===== src/rtl/mem_bus_arbiter.sv =====
// mem_bus_arbiter: shares the single 16-bit memory bus between the nlp16af
// core (fixed priority, no wait input) and a host master. Unlocked host
// accesses use idle core cycles; a locked session holds the core in reset,
// gives the host the bus exclusively, then releases the core after a fixed
// reset hold.
//
// Host handshake: the host raises i_host_req with i_host_wr/addr/wdata and
// holds them stable until it sees o_host_ack. o_host_gnt marks the single
// cycle in which the host access reaches memory; o_host_ack is a one-cycle
// pulse on the following cycle, with read data in o_host_rdata. No grant is
// given in an ack cycle, so a request still held after ack is a new access.
module mem_bus_arbiter #(
  parameter int RST_HOLD     = 4,
  parameter int STARVE_LIMIT = 16
) (
  input  logic        i_clk,
  input  logic        i_rst_n,
  input  logic        i_core_wr,
  input  logic        i_core_rd,
  input  logic [15:0] i_core_addr,
  input  logic [15:0] i_core_wdata,
  output logic [15:0] o_core_rdata,
  output logic        o_core_rst_n,
  input  logic        i_host_req,
  input  logic        i_host_lock,
  input  logic        i_host_wr,
  input  logic [15:0] i_host_addr,
  input  logic [15:0] i_host_wdata,
  output logic        o_host_gnt,
  output logic        o_host_ack,
  output logic [15:0] o_host_rdata,
  output logic        o_host_starve,
  output logic        o_mem_wr,
  output logic        o_mem_rd,
  output logic [15:0] o_mem_addr,
  output logic [15:0] o_mem_wdata,
  input  logic [15:0] i_mem_rdata,
  output logic [1:0]  o_state_dbg
);

  localparam int HW = (RST_HOLD > 1) ? $clog2(RST_HOLD) : 1;
  localparam int SW = $clog2(STARVE_LIMIT + 1);
  localparam logic [HW-1:0] HOLD_LAST  = HW'(RST_HOLD - 1);
  localparam logic [SW-1:0] STARVE_MAX = SW'(STARVE_LIMIT);

  typedef enum logic [1:0] {
    ST_RUN     = 2'd0,
    ST_HALT    = 2'd1,
    ST_RELEASE = 2'd2
  } state_t;

  state_t          state_q, state_d;
  logic [HW-1:0]   hold_q, hold_d;
  logic            core_rst_n_q, core_rst_n_d;
  logic            ack_q, ack_d;
  logic [15:0]     rdata_q, rdata_d;
  logic            starve_q, starve_d;
  logic [SW-1:0]   scnt_q, scnt_d;
  logic            in_run, in_halt, gnt;

  assign in_run  = (state_q == ST_RUN);
  assign in_halt = (state_q == ST_HALT);

  // Host may use the bus in RUN only when the core is idle and no lock is
  // pending; in HALT it owns the bus. Never in an ack cycle.
  assign gnt = i_host_req & ~ack_q &
               ((in_run & ~i_core_rd & ~i_core_wr & ~i_host_lock) | in_halt);

  assign o_host_gnt    = gnt;
  assign o_host_ack    = ack_q;
  assign o_host_rdata  = rdata_q;
  assign o_host_starve = starve_q;
  assign o_core_rst_n  = core_rst_n_q;
  assign o_core_rdata  = i_mem_rdata;
  assign o_state_dbg   = state_q;

  // Memory mux: granted host, else core in RUN, else quiet bus.
  always_comb begin
    o_mem_wr    = 1'b0;
    o_mem_rd    = 1'b0;
    o_mem_addr  = 16'h0000;
    o_mem_wdata = 16'h0000;
    if (gnt) begin
      o_mem_wr    = i_host_wr;
      o_mem_rd    = ~i_host_wr;
      o_mem_addr  = i_host_addr;
      o_mem_wdata = i_host_wdata;
    end else if (in_run) begin
      o_mem_wr    = i_core_wr;
      o_mem_rd    = i_core_rd;
      o_mem_addr  = i_core_addr;
      o_mem_wdata = i_core_wdata;
    end
  end

  // Next-state logic for the ownership FSM and the release hold counter.
  always_comb begin
    state_d = state_q;
    hold_d  = hold_q;
    case (state_q)
      ST_RUN: begin
        if (i_host_req & i_host_lock & ~ack_q) state_d = ST_HALT;
      end
      ST_HALT: begin
        if (~i_host_lock & ~gnt & ~ack_q) begin
          state_d = ST_RELEASE;
          hold_d  = '0;
        end
      end
      ST_RELEASE: begin
        if (i_host_req & i_host_lock) state_d = ST_HALT;
        else if (hold_q == HOLD_LAST) state_d = ST_RUN;
        else hold_d = hold_q + HW'(1);
      end
      default: state_d = ST_RELEASE;
    endcase
    // Core reset follows the state being entered, so it changes on the
    // same edge as the state.
    core_rst_n_d = (state_d == ST_RUN);
  end

  // Transfer completion and starvation tracking.
  always_comb begin
    ack_d   = gnt;
    rdata_d = (gnt & ~i_host_wr) ? i_mem_rdata : rdata_q;
    scnt_d  = scnt_q;
    if (~i_host_req | ack_q) scnt_d = '0;
    else if (in_run & ~gnt & (scnt_q < STARVE_MAX)) scnt_d = scnt_q + SW'(1);
    starve_d = (scnt_d >= STARVE_MAX);
  end

  // State registers; reset discards any pending ack.
  always_ff @(posedge i_clk or negedge i_rst_n) begin
    if (!i_rst_n) begin
      state_q      <= ST_RELEASE;
      hold_q       <= '0;
      core_rst_n_q <= 1'b0;
      ack_q        <= 1'b0;
      rdata_q      <= 16'h0000;
      starve_q     <= 1'b0;
      scnt_q       <= '0;
    end else begin
      state_q      <= state_d;
      hold_q       <= hold_d;
      core_rst_n_q <= core_rst_n_d;
      ack_q        <= ack_d;
      rdata_q      <= rdata_d;
      starve_q     <= starve_d;
      scnt_q       <= scnt_d;
    end
  end

endmodule


===== config.mk =====
export PLATFORM = sky130hd
export DESIGN_NAME = mem_bus_arbiter
export DESIGN_NICKNAME = d
export VERILOG_FILES = /design/src/rtl/mem_bus_arbiter.sv
export SDC_FILE = /design/constraint.sdc
export NUM_CORES = 1
export LEC_CHECK = 0
export CAP_MARGIN = 20
export CORE_MARGIN = 2
export CORE_UTILIZATION = 30
export CTS_BUF_LIST = sky130_fd_sc_hd__clkbuf_4
export DETAILED_ROUTE_END_ITERATION = 10
export HOLD_SLACK_MARGIN = 0.12
export PLACE_DENSITY = 0.81
export REMOVE_ABC_BUFFERS = 1
export SLEW_MARGIN = 40
export SYNTH_ARGS = -nofsm -noshare
export SYNTH_HDL_FRONTEND = slang
export SYNTH_SLANG_ARGS = --single-unit

===== constraint.sdc =====
create_clock -name i_clk -period 2.13 [get_ports i_clk]
set_clock_uncertainty 0.2 [all_clocks]
set_input_delay 0.213 -clock i_clk [delete_from_list [all_inputs] [get_ports i_clk]]
set_output_delay 0.213 -clock i_clk [all_outputs]
set_load 0.02 [all_outputs]

Word-level counts from Yosys, hierarchy flattened --
Index checks and enable logic that the tools add are counted. Widths: inputs -> output; s select.
Operators by class: add/subtract/negate cells 2, multipliers 0, divide/modulo/power cells 0, magnitude comparators 2, equal/unequal tests 6, shift operators 0, multiplexer cells 19, bitwise gates (word level) 21, reductions and logical operators 4
Operators by type and width (number):
- $mux 16 | 4
- $mux 2 | 7
- $and 1x1->1 | 12
- $mux 5 | 2
- $not 1->1 | 7
- $pmux 2 s3 | 1
- $add 5x1->5 const B | 1
- $ge 5x5->1 const B | 1
- $lt 5x5->1 const B | 1
- $eq 2x2->1 const B | 2
- $logic_not 2->1 | 2
- $mux 1 | 4
- $ne 2x2->1 const B | 2
- $pmux 2 s2 | 1
- $reduce_and 4->1 | 1
- $add 2x1->2 const B | 1
- $eq 2x1->1 const B | 1
- $ne 2x1->1 const B | 1
- $or 1x1->1 | 2
- $reduce_bool 2->1 | 1
Word-level totals: bits in registers 28, latch bits 0, memory bits (writable) 0, memory bits (read-only) 0, bits of input ports 87, logic and storage cells 61, memories 0

Logic depth before layout (Yosys ltp) --
word-level depth 12, gate-level depth with buffers 8, depth with buffers taken out 5

Worst setup path after synthesis --
Ideal clock, no wire load.
path kind register -> register, start point register state_q[0] (netlist: o_state_dbg[0]), end point register rdata_q[10] (netlist: o_host_rdata[10]), library setup time 0.125 ns, arrival time 1.990 ns, data required time 1.805 ns, slack -0.186 ns, cell stages (with the launch flop) 9, buffers on the path 4, period minus slack after synthesis 2.316 ns, path through dfrtp_1 > clkbuf_1 > inv_1 > a21o_1 > buf_6 > or3_1 > buf_6 > buf_12 > mux2_4
Between the ends: longest elaborated chain between the ends 7, elaborated cells between the ends (all ways) 8, those cells by class eq/ne: 1; bitwise: 6; reduce/logical: 1
RTL lines:
- start: declaration | RTL line 52 | state_t state_q, state_d;
- start signal: assignment | RTL line 143 | state_q <= state_d;
- $logic_not 2->1 | RTL line 61 | assign in_run = (state_q == ST_RUN);
- $and 1x1->1 (3 in series) | RTL line 67 | ((in_run & ~i_core_rd & ~i_core_wr & ~i_host_lock) | in_halt);
- $or 1x1->1 (*) | RTL line 67
- $and 1x1->1 (*) | RTL line 66 | assign gnt = i_host_req & ~ack_q &
- $and 1x1->1 (*) | RTL line 125 | rdata_d = (gnt & ~i_host_wr) ? i_mem_rdata : rdata_q;
- end signal: assignment | RTL line 147 | rdata_q <= rdata_d;
- end: declaration | RTL line 56 | logic [15:0] rdata_q, rdata_d;
Every way passes the cells marked *; elsewhere a longest branch is shown, timed or not. A chain may end at the register's enable or synchronous reset.

Worst setup path in the final report --
start point register ack_q (netlist: o_host_ack), end point output port o_mem_wdata[13]
Between the ends: longest elaborated chain between the ends 4
RTL lines:
- start: declaration | RTL line 55 | logic ack_q, ack_d;
- start signal: assignment | RTL line 146 | ack_q <= ack_d;
- $not 1->1 | RTL line 66
- $and 1x1->1 (2 in series) | RTL line 66
- $mux 16 | RTL line 83 | if (gnt) begin
- end: declaration | RTL line 36 | output logic [15:0] o_mem_wdata,
Every way passes these cells.

==> results.txt <==
The flow ran to the end, but the final reports show violations. The checks that failed: negative setup slack. Derived from the worst setup path, the maximum achievable clock frequency is 407 MHz. The critical path runs through a total of 5 cells.

The slew of the pin with the lowest slew margin came out at 0.345 ns. The number of antenna repair diodes came out at 0. The core region area came out at 6310 µm². The area share of the leading cell type in the synthesized netlist came out at 33.6%. Once layout is done, the placed cells without fillers occupy 3710 µm².

The number of nets with antenna violations after detailed routing came out at 0. The slowest stage of the critical path belongs to the cell sky130_fd_sc_hd__or4_4. CTS built an H-tree with a depth of 1. The hold-critical path endpoint is o_core_rst_n$_DFF_PN0_. In this run, placement finished with an instance count of 443. The worst register-to-register path has a depth of 7. After layout, the worst path uses 115% of the clock period. The height of the chip is 84.4 µm. The share of async-settable or async-resettable flops after synthesis came out at 100%. The commonest cells after synthesis are 37 x sky130_fd_sc_hd__nand2_1, 36 x sky130_fd_sc_hd__inv_1, 32 x sky130_fd_sc_hd__o32ai_1. The total wire length is 6.72 mm.

The total global-route track usage came out at 18.7%. The final critical-path setup slack is -0.328 ns. The buffer depth of the longest clock path is 2.

The die covers 7120 µm². The critical setup path kind is flop to output port. The layout net count is 465. In this run the mean area of a mapped cell was 8.65 µm². The count of unique library cells instantiated by Yosys is 34. The area overhead of the layout relative to synthesis came out at 91.5%. In this run the horizontal extent of the chip is 84.4 µm. The tree is rooted in a sky130_fd_sc_hd__clkbuf_4. The initial antenna violation count came out at 0. The maximum vdd drop came out at 0.474 mV. The pre-CTS setup slack came out at -0.695 ns. Setup repair after global routing could not meet its margin everywhere. The highest net fanout along the worst path is 32.

The endpoint identified for the worst register-to-register timing path is o_host_rdata[7]$_DFFE_PN0P_. The average wire per standard cell is 14.9 µm. The initial utilization of the core area, before any placement, comes to 30.7%. The signal on the critical path passes through or4_4, o21ai_4, buf_12, o32ai_1, clkdlybuf4s15_1. After synthesis the netlist holds a flip-flop and latch count of 27.

Input and output buffers added on the ports amount to 158. The post-route netlist has 18.1% of its cells at a drive strength greater than 1. The post-route worst hold slack came out at 0.289 ns. The max capacitance violation total came out at 0.

The instance area after placement is 3590 µm². The detailed-router iteration count before antenna repair came out at 4. Broken down by cell family, the worst path's largest delay share belongs to simple AND/OR/NAND/NOR gates. At the end of the flow the core is filled with cells to 58.8%. After detailed routing, the number of remaining DRC violations is 0. The worst hold path cell count is 5. The data arrival time at the worst-slack endpoint is 2.05 ns. The required time of the critical path is 1.72 ns. The total overflow left after global routing is 0. The clock latency at the later pin of the worst-skew pair is 0.32 ns.

The launch point of the worst reg-to-reg path is o_host_ack$_DFF_PN0_. The path class of the tightest hold or removal check is primary input to flop. Setup total negative slack on the finished layout was measured at -9.68 ns. The placed wire-length estimate is 5.19 mm. The number of buffers created by CTS came out at 3. The number of enable flip-flop cells after synthesis came out at 0. The final cell count without fillers is 452. TritonCTS built the clock tree. After the first detailed-routing iteration, the DRC count stood at 102. The reported leakage power came out at 1.72 nW. The sequential area share after synthesis came out at 34.9%.

The critical path starts at o_host_ack$_DFF_PN0_. The buffer and inverter count on the worst path came out at 2. The worst setup path is captured at an output port. Setup violations remaining at the end of the flow were counted as 50.

At the end of routability-driven placement, the weighted congestion stood at 0.786. In this run the core area contains 29 standard-cell rows. The leading cell type by number of instances after synthesis is sky130_fd_sc_hd__nand2_1. The number of vias per cell after detailed routing came out at 4.78. The number of failing hold endpoints at the final stage is 0. Among all flip-flop cells after synthesis, the most frequent one is sky130_fd_sc_hd__dfrtp_1. The maximum number of pins on one net before global-route repair came out at 33. By area the synthesized netlist is led by sky130_fd_sc_hd__dfrtp_1 34%, sky130_fd_sc_hd__o32ai_1 14%, sky130_fd_sc_hd__mux2_4 7.7%. The setup check on the worst reg-to-reg path leaves a slack of -0.07 ns. Clock-pin slew was measured on the worst setup and hold paths at 0.14 ns. The cell count after synthesis came out at 224. The overall power after layout is 4.11 mW. The boundary pin count is 159. The final critical-path required period is 2.46 ns. The total power density per cell area came out at 1110 nW/µm². The global-route wire length before repair is 11.0 mm. The worst setup path is launched from a flop. Clock tree synthesis found a total of 27 sinks. The number of max-slew violations in the final report is 0. The cell area that synthesis handed to floorplanning was 1940 µm².

The via count of the first global-routing pass was 2253. The number of warnings issued by yosys came out at 0. In this design, the stage delay of the slowest critical-path cell is 0.53 ns. The worst hold path begins at i_host_lock. The cell type with the highest aggregate area in the netlist is sky130_fd_sc_hd__dfrtp_1.

The max-slew headroom at the worst pin is 77.0%. The routed via count came out at 2159.
==> placed cells by master (no fill, tap or decap), types with 3 or more instances in the layout <==
master,n
sky130_fd_sc_hd__o21ai_0,3
sky130_fd_sc_hd__nand2_1,37
sky130_fd_sc_hd__o32ai_1,32
sky130_fd_sc_hd__dlygate4sd2_1,4
sky130_fd_sc_hd__nor2_1,6
sky130_fd_sc_hd__clkbuf_4,3
sky130_fd_sc_hd__inv_1,36
sky130_fd_sc_hd__clkdlybuf4s50_1,119
sky130_fd_sc_hd__dfrtp_1,26
sky130_fd_sc_hd__nand3_1,4
sky130_fd_sc_hd__a21oi_1,4
sky130_fd_sc_hd__mux2_4,10
sky130_fd_sc_hd__buf_6,4
sky130_fd_sc_hd__buf_12,4
sky130_fd_sc_hd__buf_4,19
sky130_fd_sc_hd__buf_2,4
sky130_fd_sc_hd__clkdlybuf4s15_1,21
sky130_fd_sc_hd__mux2_2,6
==> state kept, by name, summed over array words and instances (netlist names) <==
signal / flops
hold_q: 2
o_core_rst_n: 1
o_host_ack: 1
o_host_rdata: 16
o_state_dbg: 2
scnt_q: 5
==> power breakdown <==
part	total (mW)	internal, mW	switching, mW
Combinational	3.03	1.47	1.56
Sequential	0.862	0.732	0.129
Clock	0.216	0.0703	0.145
==> area by class of cell <==
cell class | instances | area, µm²
inverter | 36 | 135
multi-input combinational | 127 | 962
fill | 564 | 2600
clock buffer | 3 | 22.5
tap | 77 | 96.3
sequential | 27 | 677
timing repair buffer | 181 | 1810
clock inverter | 1 | 5.00
==> metal layers <==
metal  share of wire (%)  GRT usage [%]
met1                  39           21.9
met2                  55           35.2
met3                 4.7           3.74
met4                 1.6           3.75
met5                   0              0
==> how the worst max path moves through the flow <==
stage | to | slack (ns)
final | o_mem_wdata[13] | -0.33
after global routing | o_mem_wdata[13] | -0.42
after CTS | o_mem_addr[12] | -0.36
after detailed placement | o_mem_wdata[13] | -0.69
after global placement | o_mem_addr[1] | -0.66
after floorplan | o_mem_addr[0] | -0.81
==> worst reg2reg max path, delay by kind of cell (launching register included) <==
family	cells	cell delay [ns]
AND/OR/NAND/NOR	2	0.52
AO/OA/AOI/OAI	1	0.22
buffers and inverters	3	0.46
multiplexers	1	0.30
flip-flops	1	0.41
==> cell families (layout without fill, tap and decap cells) <==
logic type | count (synthesis) | in the layout | share of synthesized area, %
AO/OA/AOI/OAI | 46 | 46 | 18.9
XOR/XNOR | 3 | 3 | 1.36
adder cells (fa/ha/maj) | 2 | 2 | 1.29
buffers and inverters | 70 | 221 | 18.3
flip-flops | 27 | 27 | 34.9
multiplexers | 17 | 17 | 11.7
AND/OR/NAND/NOR | 59 | 59 | 13.5
==> what timing repair did <==
| item | 4_1_cts | 5_1_grt |
|---|---|---|
| hold buffers | 1 | 0 |
| gates cloned | 2 | 0 |
| buffers inserted | 2 | 0 |
| endpoints found under the setup margin | 52 | 51 |
| pin swaps | 2 | 0 |
| resized for setup | 102 | 37 |
| hold endpoints to repair | 26 | 0 |
Note: power is estimated with default switching activity, not from simulation.
==> variant 1, RTL diff (same settings) <==
`RST_HOLD`: 4 -> 16.
--- a/src/rtl/mem_bus_arbiter.sv
+++ b/src/rtl/mem_bus_arbiter.sv
@@ -10,7 +10,7 @@
 // pulse on the following cycle, with read data in o_host_rdata. No grant is
 // given in an ack cycle, so a request still held after ack is a new access.
 module mem_bus_arbiter #(
-  parameter int RST_HOLD     = 4,
+  parameter int RST_HOLD     = 16,
   parameter int STARVE_LIMIT = 16
 ) (
   input  logic        i_clk,
Behaviour: not the same (a bounded check fails within 10 cycles, from zero or initial values and one cycle with i_rst_n low).
==> variant 1 against the original RTL <==
- critical path type unchanged
- sequential cell count increased by 2
- utilization increased by 2.0 points
- worst setup slack improved by 0.36 ns
- wire length increased by 8.3%
- fmax increased by 17%
- critical endpoint is now o_mem_wdata[1]
- register-to-register slack improved by 0.13 ns
- total power increased by 8.1%
- cell count decreased by 2.7%
- critical path depth increased by 1
- hold slack got worse by 0.089 ns
- area after synthesis decreased by 1.4%
- design area increased by 2.2%
==> variant 1: results (changes against the original RTL) <==
* Outcome: complete, no violations
* Finished Cell Area at 3790 µm² (+2.2%)
* CP arrival at 1.68 ns (-0.37 ns)
* Hold path depth at 4 (-1)
* GRT Total Usage at 18.8% (+0.18 points)
* Post CTS Setup Buffer Count at 0 (-2)
* Dpl cells at 421 (-5.0%)
* Pleak at 1.70 nW (-1.1%)
* Vias in the first global route at 2192 (-2.7%)
* Synth top cells by count: nor2_1 (43), a32oi_1 (33), dfrtp_1 (28)
* Share of layout cells above drive strength 1 at 27.3% (+9.1 points)
* Worst Hold End: o_state_dbg[0]
* Cell count after synthesis at 201 (-10%)
* Worst R2R End: o_host_rdata[13]
* Crit path max-delay cell type: dfrtp_1
* M1 WL at 2780 µm (+6.3%)
* NumNets Final at 451 (-3.0%)
* CP top delay family: flip-flops
* 1st-pass router iterations at 4 (unchanged)
* CP max stage delay at 0.39 ns (-0.14 ns)
* Resize count post-CTS at 163 (+60%)
* Final HPWL DP at 5080 µm (-2.2%)
* Critical path destination: o_mem_wdata[1]
* Fillcell total at 515 (-8.7%)
* Reg2Reg Depth at 6 (-1)
* CTS buffer count at 5 (+2)
* H-tree lvl count at 2 (+1)
* WL/cell at 16.5 µm (+11%)
* DP Worst Slack at -0.529 ns (+0.166 ns)
* Deepest clock path buffer count at 2 (unchanged)
* Hold Slack at 0.200 ns (-0.0889 ns)
* Global-route wire length before repair at 10900 µm (-1.2%)
* Fin cells at 440 (-2.7%)
* Worst-Skew Late Latency at 0.32 ns (about the same)
* WL met2 at 3830 µm (+4.0%)
* Fmax at 478 MHz (+17%)
* GPL Wtd Cong at 0.744 (-5.3%)
* Initial drt markers at 93 (-8.8%)
* Seq/Total Area, Yosys at 38.0% (+3.1 points)
* Antenna Cells at 0 (unchanged)
* Worst Path Max Fanout at 32 (unchanged)
* Vias per cell at 5.04 (+5.5%)
* CTS root buf: clkbuf_4
* Synth warn at 0 (unchanged)
* Ys flop type: dfrtp_1
* Routed wire length on met3 at 588 µm (+87%)
* Hold Crit Class: in -> reg
* Slew headroom at 75.2% (-1.8 points)
* Number of distinct library cells after synthesis at 36 (+5.9%)
* Top cells by area, synth: dfrtp_1 (37%), a32oi_1 (15%), nor2_1 (8.4%)
* Reg2reg setup slack at 0.06 ns (+0.13 ns)
* FFs w/ async S/R, synth at 100% (unchanged)
* Dpl cell area at 3600 µm² (+0.49%)
* Peak supply drop at 0.908 mV (+92%)
* Worst hold path startpoint: i_host_lock
* Reg clk slew, reported paths at 0.09 ns (-0.05 ns)
variant 1: logic make-up (layout without fill, tap and decap cells):
kind of cell	after synthesis	count (layout)	share of synthesized area (%)
buffers and inverters	36	198	11.3
XOR/XNOR	3	3	1.37
AO/OA/AOI/OAI	42	42	18.3
flip-flops	29	29	38.0
adder cells (fa/ha/maj)	2	2	1.31
AND/OR/NAND/NOR	69	69	16.2
multiplexers	20	20	13.6
variant 1: metal layers:
layer	up-vias	GRT usage (%)
met2	120	34.2
met3	9	4.65
li1	1046	-
met1	1043	22.1
met5	-	0
met4	0	4.84
variant 1: cell type report:
class	instances	area share (%)
inverters	2	0.198
flip-flops and latches	29	19.2
clock buffers	6	1.19
repair buffers	188	49.2
clock inverters	2	0.891
well taps	77	2.54
multi-input cells	136	26.8
variant 1: where the power goes:
part | total (W) | switching (W) | internal, W | leakage (nW)
registers | 0.000947 | 0.000160 | 0.000787 | 0.360
clock network | 0.000442 | 0.000185 | 0.000257 | 0.0433
logic | 0.00305 | 0.00154 | 0.00152 | 1.30
==> variant 2, RTL diff (same flow settings) <==
Made on the original files. Reset style: synchronous (`i_rst_n`), changed in one clocked block.
--- a/src/rtl/mem_bus_arbiter.sv
+++ b/src/rtl/mem_bus_arbiter.sv
@@ -130,7 +130,7 @@
   end
 
   // State registers; reset discards any pending ack.
-  always_ff @(posedge i_clk or negedge i_rst_n) begin
+  always_ff @(posedge i_clk) begin
     if (!i_rst_n) begin
       state_q      <= ST_RELEASE;
       hold_q       <= '0;
Behaviour: differs if i_rst_n is asserted again (counterexample within 4 cycles, from zero or initial values and one cycle with i_rst_n low); with i_rst_n held inactive, the same outputs for 10 cycles.
==> variant 2 against the original RTL <==
- die area is 9.9% lower
- design area is 5.7% lower
- sequential cell count is the same
- sequential share of layout area shrank 2.7 points
- synthesized cell count is 4.9% lower
- wire length increased by 2.0%
- worst setup slack improved by 0.34 ns
- count of clock-buffer cells in the layout did not move
- area after synthesis decreased by 10%
- non-clock buffer count is 7 higher
- critical endpoint is now o_mem_addr[8]
Power is not compared: it rests on default switching activity, and its combinational part moved more than twofold at a synthesized area within 25%.
==> variant 2: results (changes against the original RTL) <==
* Outcome: complete, no violations
* CP max stage delay at 0.57 ns (+0.04 ns)
* CP arrival at 1.71 ns (-0.34 ns)
* Worst Path Max Fanout at 17 (-47%)
* Synth top cells by count: nor2_1 (57), a22oi_1 (31), dfxtp_1 (27)
* Number of flip-flops in the largest register at 16 (unchanged)
* Dpl cells at 433 (-2.3%)
* Critical path destination: o_mem_addr[8]
* Final Cycle Share at 99.6% (-16 points)
* Hold path depth at 2 (-3)
* WL/cell at 15.3 µm (+3.1%)
* Top cell type's share of synthesized area at 31.1% (-2.4 points)
* Top cells by area, synth: dfxtp_1 (31%), a22oi_1 (13%), nor2_1 (12%)
* GPL Wtd Cong at 0.884 (+13%)
* Vias per cell at 4.86 (+1.7%)
* Compound-Gate Fraction of Synth Area at 24.4% (+5.4 points)
* Crit path from: i_host_req
* Dpl cell area at 3390 µm² (-5.4%)
* Slew headroom at 80.0% (+3.0 points)
* Ys flop type: dfxtp_1
* Multiplexer share of the synthesized area at 9.80% (-2.0 points)
* Fillcell total at 482 (-15%)
* Finished Cell Area at 3500 µm² (-5.7%)
* Vias in the first global route at 2191 (-2.8%)
* DP Worst Slack at -0.613 ns (+0.0820 ns)
* # setup viols final at 0 (-100%)
* CTS buffer count at 3 (unchanged)
* Worst R2R End: scnt_q[3]
* Synth Area per Inst at 8.15 µm² (-5.8%)
* Final HPWL DP at 4950 µm (-4.6%)
* Fin cells at 447 (-1.1%)
* GRT Total Usage at 20.8% (+2.2 points)
* Sequential share of power at 38.9%
* Share of layout cells above drive strength 1 at 22.7% (+4.5 points)
* Worst Hold End: hold_q[1]
* Reg2reg setup slack at 0.40 ns (+0.47 ns)
* Reg2Reg Depth at 5 (-2)
* Largest net degree at the start of global routing at 47 (+42%)
* Seq/Total Area, Yosys at 31.1% (-3.8 points)
* Global-route wire length before repair at 10700 µm (-2.3%)
* Final setup TNS at 0 ns (+9.68 ns)
* CP top delay family: buffers and inverters
* Net Sw Frac at 31.6%
* Number of distinct library cells after synthesis at 34 (unchanged)
* Critical path type: in -> out
* Slew Limit Fails at 0 (unchanged)
* Worst hold path startpoint: hold_q[1]
* Synth Area in XOR/XNOR at 1.01% (-0.35 points)
* Synth Area in Adders at 1.44% (+0.15 points)
* Initial drt markers at 75 (-26%)
* Crit path max-delay cell type: clkdlybuf4s50_1
* Hold Crit Class: reg -> reg
* Hold Slack at 0.284 ns (-0.00442 ns)
* FFs w/ async S/R, synth at 0% (-100 points)
* Reg clk slew, reported paths at 0.14 ns (about the same)
* Reg2reg start: o_state_dbg[0]
variant 2: cell type report:
cell class,count,area share [%]
Timing Repair Buffer,188,52.3
Clock buffer,3,0.643
Tap cell,72,2.57
Inverter,3,0.322
Sequential cell,27,15.6
Clock inverter,1,0.143
Multi-Input combinational cell,153,28.4
variant 2: cells by family after synthesis:
family,after synthesis
adder cells (fa/ha/maj),2
multiplexers,17
buffers and inverters,33
AO/OA/AOI/OAI,56
AND/OR/NAND/NOR,76
flip-flops,27
XOR/XNOR,2
variant 2: layer usage:
metal,share of wire (%),up-vias,track usage (%),wire length [µm]
met1,40,1008,24.6,2710
met5,0,-,0,0
met3,4.3,18,3.37,295
met4,3.1,0,7.29,212
li1,-,1069,-,-
met2,53,76,37.8,3630
variant 2: what timing repair did:
action | CTS | global route
hold endpoints to repair | 0 | 0
setup endpoints to repair | 35 | 35
setup buffers | 5 | 3
resized for setup | 168 | 14
hold buffers | 0 | 0
cloned | 3 | 1
pin swaps | 5 | 3
